`config.mk`:
```
export PLATFORM = sky130hd
export DESIGN_NAME = pixel_fifo_mixer
export DESIGN_NICKNAME = d
export VERILOG_FILES = /design/src/rtl/pixel_fifo_mixer.sv
export SDC_FILE = /design/constraint.sdc
export NUM_CORES = 1
export LEC_CHECK = 0
export BUFFER_PORTS_ARGS = -buffer_cell sky130_fd_sc_hd__buf_2
export CORE_MARGIN = 4
export CORE_UTILIZATION = 37
export DETAILED_ROUTE_END_ITERATION = 16
export SLEW_MARGIN = 5
export SYNTH_ARGS = -nofsm -noshare
export SYNTH_HDL_FRONTEND = slang
export SYNTH_SLANG_ARGS = --single-unit
```
`constraint.sdc`:
```
create_clock -name clk -period 8.8 [get_ports clk]
set_clock_uncertainty 0.1 [all_clocks]
set_input_delay 0.88 -clock clk [delete_from_list [all_inputs] [get_ports clk]]
set_output_delay 0.88 -clock clk [all_outputs]
set_load 0.02 [all_outputs]
```
`src/rtl/pixel_fifo_mixer.sv`:
```
// Background pixel FIFO with an 8-entry sprite overlay and palette mixer.
// Head is position 0; every head removal shifts FIFO and overlay together.
module pixel_fifo_mixer #(
    parameter int DEPTH   = 16,
    parameter bit OBJ_ENA = 1'b1,
    localparam int CW     = $clog2(DEPTH + 1)
) (
    input  logic          clk,
    input  logic          rst,
    input  logic          flush,
    input  logic          bg_load,
    input  logic [7:0]    bg_hi,
    input  logic [7:0]    bg_lo,
    output logic          bg_ready,
    input  logic          discard_load,
    input  logic [2:0]    discard,
    input  logic          pop,
    output logic          pix_valid,
    output logic [1:0]    color,
    input  logic          obj_load,
    input  logic [7:0]    obj_hi,
    input  logic [7:0]    obj_lo,
    input  logic          obj_pal,
    input  logic          obj_prio,
    input  logic          bg_ena,
    input  logic [7:0]    bgp,
    input  logic [7:0]    obp0,
    input  logic [7:0]    obp1,
    output logic [CW-1:0] count,
    output logic          ovf
);

    typedef struct packed {
        logic [1:0] idx;
        logic       pal;
        logic       prio;
    } obj_t;

    logic [1:0]    r_pix [DEPTH];
    logic [1:0]    w_pix [DEPTH];
    obj_t          r_obj [8];
    obj_t          w_obj [8];
    logic [CW-1:0] r_count;
    logic [CW-1:0] w_count;
    logic [CW-1:0] w_base;
    logic [CW-1:0] w_wr;
    logic [2:0]    r_disc;
    logic [2:0]    w_disc;
    logic          r_ovf;
    logic          w_ovf;

    logic          w_has;
    logic          w_valid;
    logic          w_drop;
    logic          w_rem;
    logic          w_ready;
    logic          w_acc;
    logic          w_oload;

    assign w_has   = (r_count != '0);
    assign w_valid = w_has && (r_disc == 3'd0);
    assign w_drop  = w_has && (r_disc != 3'd0);
    assign w_rem   = w_drop || (pop && w_valid);
    assign w_ready = (r_count <= CW'(DEPTH - 8));
    assign w_acc   = bg_load && w_ready;
    assign w_oload = OBJ_ENA && obj_load;

    // Removal shifts first; the new row lands behind whatever survives.
    always_comb begin
        w_base = r_count - {{(CW-1){1'b0}}, w_rem};
        w_wr   = '0;
        for (int i = 0; i < DEPTH - 1; i++) begin
            w_pix[i] = w_rem ? r_pix[i+1] : r_pix[i];
        end
        w_pix[DEPTH-1] = w_rem ? 2'b00 : r_pix[DEPTH-1];
        if (w_acc) begin
            for (int j = 0; j < 8; j++) begin
                w_wr        = w_base + CW'(j);
                w_pix[w_wr] = {bg_hi[7-j], bg_lo[7-j]};
            end
        end
        w_count = w_acc ? (w_base + CW'(8)) : w_base;
    end

    always_comb begin
        w_disc = r_disc;
        if (w_drop) begin
            w_disc = r_disc - 3'd1;
        end
        if (discard_load) begin
            w_disc = discard;
        end
        w_ovf = r_ovf || (bg_load && !w_ready);
    end

    // Merge only into transparent slots so the earlier sprite keeps priority.
    always_comb begin
        for (int i = 0; i < 7; i++) begin
            w_obj[i] = w_rem ? r_obj[i+1] : r_obj[i];
        end
        w_obj[7] = w_rem ? obj_t'('0) : r_obj[7];
        if (w_oload) begin
            for (int i = 0; i < 8; i++) begin
                if (w_obj[i].idx == 2'b00) begin
                    w_obj[i].idx  = {obj_hi[7-i], obj_lo[7-i]};
                    w_obj[i].pal  = obj_pal;
                    w_obj[i].prio = obj_prio;
                end
            end
        end
    end

    always_ff @(posedge clk) begin
        if (!rst || flush) begin
            r_count <= '0;
            r_disc  <= '0;
            r_ovf   <= 1'b0;
            for (int i = 0; i < 8; i++) begin
                r_obj[i] <= '0;
            end
        end else begin
            r_count <= w_count;
            r_disc  <= w_disc;
            r_ovf   <= w_ovf;
            for (int i = 0; i < 8; i++) begin
                r_obj[i] <= w_obj[i];
            end
        end
    end

    always_ff @(posedge clk) begin
        for (int i = 0; i < DEPTH; i++) begin
            r_pix[i] <= w_pix[i];
        end
    end

    logic [1:0] w_bgi;
    logic       w_osel;
    logic [7:0] w_opal;
    logic [7:0] w_osh;
    logic [7:0] w_bsh;

    assign w_bgi  = bg_ena ? r_pix[0] : 2'b00;
    assign w_osel = OBJ_ENA && (r_obj[0].idx != 2'b00)
                    && (!r_obj[0].prio || (w_bgi == 2'b00));
    assign w_opal = r_obj[0].pal ? obp1 : obp0;
    assign w_osh  = w_opal >> {r_obj[0].idx, 1'b0};
    assign w_bsh  = bgp >> {w_bgi, 1'b0};

    assign color     = w_osel ? w_osh[1:0] : w_bsh[1:0];
    assign pix_valid = w_valid;
    assign bg_ready  = w_ready;
    assign count     = r_count;
    assign ovf       = r_ovf;

endmodule
```
==> impl_metrics.toml <==
[synth]
yosysWarningCount = 0
syn_area_sq_mm = 0.007631
syn_area_per_cell_sq_um = 7.105
yosysSeqAreaShare_pct = 19.15
post-synth-top-area-cell = "dfxtp_1"
synth_edf_count = 0
synth_top_area_share_pct = 19.15
async_flop_share_pct = 0
syn_nets = 1153
yosys_most_used_dff = "dfxtp_1"
synth.area.top_cells = "dfxtp_1 (19%), nand2_1 (6.2%), nor2_1 (5.1%)"
yosysMostFrequentCell = "nand2_1"
netlist_instances = 1074
synth_cell_types = 79
synth-seq-cells = 73
synth_top_cells_by_count = "nand2_1 (126), nor2_1 (103), dfxtp_1 (73)"

[critical_path]
path_cells = "or2_2 -> o21ai_4 -> inv_2 -> ha_1 -> ha_1 -> xnor2_2 -> buf_4 -> ha_1 -> a21boi_0 -> xnor2_1 -> and4_1 -> a2111oi_0 -> o41ai_1 -> and3_1"
r2r_slack_ns = 3.19
critical_path.slowest_cell = "dfxtp_1"
critPathKind = "flop to flop"
crit_arrival_ns = 5.76
slowest_delay_ns = 0.98
cp-end-kind = "flop"
cp.required_ns = 8.95
crit_path_max_fanout = 19
critPathLaunchType = "flop"
crit_top_cell = "ha_1"

[global_routing]
grt_start_max_net_pins = 67
antenna_found_initial = 0
overflow = 0
grt_pass1_vias = 8980
grt_usage_pct = 32.12
grt_pass1_wl_mm = 55.72

[floorplan]
initial_core_util_pct = 37.71
dieArea_sq_mm = 0.02299
rows = 52
io_pins = 79
coreArea_sq_mm = 0.02023
die_y_um = 151.6
die_x_um = 151.6

[clocking]
clk_pin_slew_ns = 0.07
cts_setup_buffers = 0
cts.sinks = 73
ctsHoldBuffers = 0
cts_buffer_depth = 2
cts_root_buffer = "clkbuf_16"
ctsResizeCount = 0
cts-buffers-inserted = 9
cts_tree = "built"
clk_latency_ns = 0.36
htreeDepth = 3

[layout]
nNetsFinal = 1160
stdcell_count = 1356
syn2layout_area_growth_pct = 10.02
num_antenna_cells = 0
drive_above_1_share_pct = 13.90

[worst_hold_path]
worstHoldPathType = "flop to flop"

[timing]
min_period_ns = 5.607
min_period_over_period_pct = 63.71
setup_viol = 0
timing.final.ws_setup_ns = 3.193
finalMaxSlewViolations = 0
rsz0062_at_grt = "no"
clock.fmax_mhz = 178.4
worstMarginPinSlew_ns = 1.085
hold_viol = 0
hold_ws_ns = 0.3726
relSlewSlack_pct = 27.29
setup_tns_ns = 0

[detailed_routing]
firstDrtPassIters = 5
vias = 9523
drc = 0
ant_nets = 0
avgViaCountPerCell = 7.023
first_iter_violations = 1298
wire_per_inst_um = 27.80
routed_wl_mm = 37.70

[placed_design]
dp_hpwl_mm = 25.98
placedCellCount = 1340
dp_worst_setup_slack_ns = 3.200
gp_congestion = 1.016
numPortBuffers = 74

[run_status]
outcome = "finished, final reports clean"

[flow_run]
cap_violations = 0
[worst paths after layout]
check                                  start  cells after the start          end
worst max-delay path                count[4]                     14  r_pix[1][6]
worst min-delay path            r_obj[0][13]                      2  r_obj[0][9]
worst max register to register      count[4]                     14  r_pix[1][6]
worst min register to register  r_obj[0][13]                      2  r_obj[0][9]
[kinds of logic after synthesis]
| family | synth area share [%] |
|---|---|
| adders and majority gates | 1.640 |
| DFF | 19.15 |
| buffers and inverters | 6.444 |
| muxes | 7.116 |
| xor gates and xnor gates | 3.870 |
| AOI/OAI and AO/OA | 34.96 |
| and+or+nand+nor | 26.82 |
[critical path: cells and delay by family (launching register included)]
| family | cells | cell delay (ns) |
|---|---|---|
| adder cells (fa/ha/maj) | 3 | 1.06 |
| AND/OR/NAND/NOR | 3 | 0.90 |
| buffers and inverters | 2 | 0.36 |
| flip-flops | 1 | 0.98 |
| AO/OA/AOI/OAI | 4 | 1.49 |
| XOR/XNOR | 2 | 0.59 |
[cell type report]
| class | count | area, sq um |
|---|---|---|
| inverters | 22 | 82.58 |
| well taps | 270 | 337.8 |
| repair buffers | 92 | 505.5 |
| flip-flops and latches | 73 | 1461 |
| multi-input cells | 883 | 5699 |
| clock buffers | 9 | 225.2 |
| fillers | 2142 | 11840 |
| clock inverters | 7 | 83.83 |
[placed cells by master, fill, tap and decap left out, types with 11 or more instances in the layout]
master,instances
nand2_1,126
nor2_1,103
buf_2,74
dfxtp_1,73
nor3_1,61
a21oi_1,54
nand3_1,48
o21ai_0,46
mux2i_1,34
a31oi_1,32
o22ai_1,26
a211oi_1,23
o211ai_1,21
inv_1,18
buf_4,18
a221oi_1,17
a311oi_1,15
mux2_2,14
xnor2_1,14
nand4_1,14
a22oi_1,13
o221ai_1,13
or3_1,11
nor4_1,11
[per-stage QoR]
stage / util [%] / instance area, sq um
global route: 41.49 / 8396
global placement: 39.96 / 8087
floorplan: - / 7631
finish: 41.49 / 8396
detailed placement: 39.96 / 8087
CTS: 41.49 / 8396
[flip-flops by register name, indices dropped and copies added (netlist names)]
| register | count |
|---|---|
| r_disc | 3 |
| ovf | 1 |
| r_obj | 32 |
| count | 5 |
| r_pix | 32 |
[metal layers]
layer / wire, um / global-route usage (%) / vias to the layer above
li1: - / - / 4164
met1: 15270 / 43.06 / 4433
met2: 15360 / 47.37 / 737
met3: 4830 / 8.447 / 189
met4: 2237 / 16.35 / 0
met5: 0 / 0 / -
Power is not shown: default switching activity piles up to over one toggle a cycle in this logic, so the estimate is an artifact.
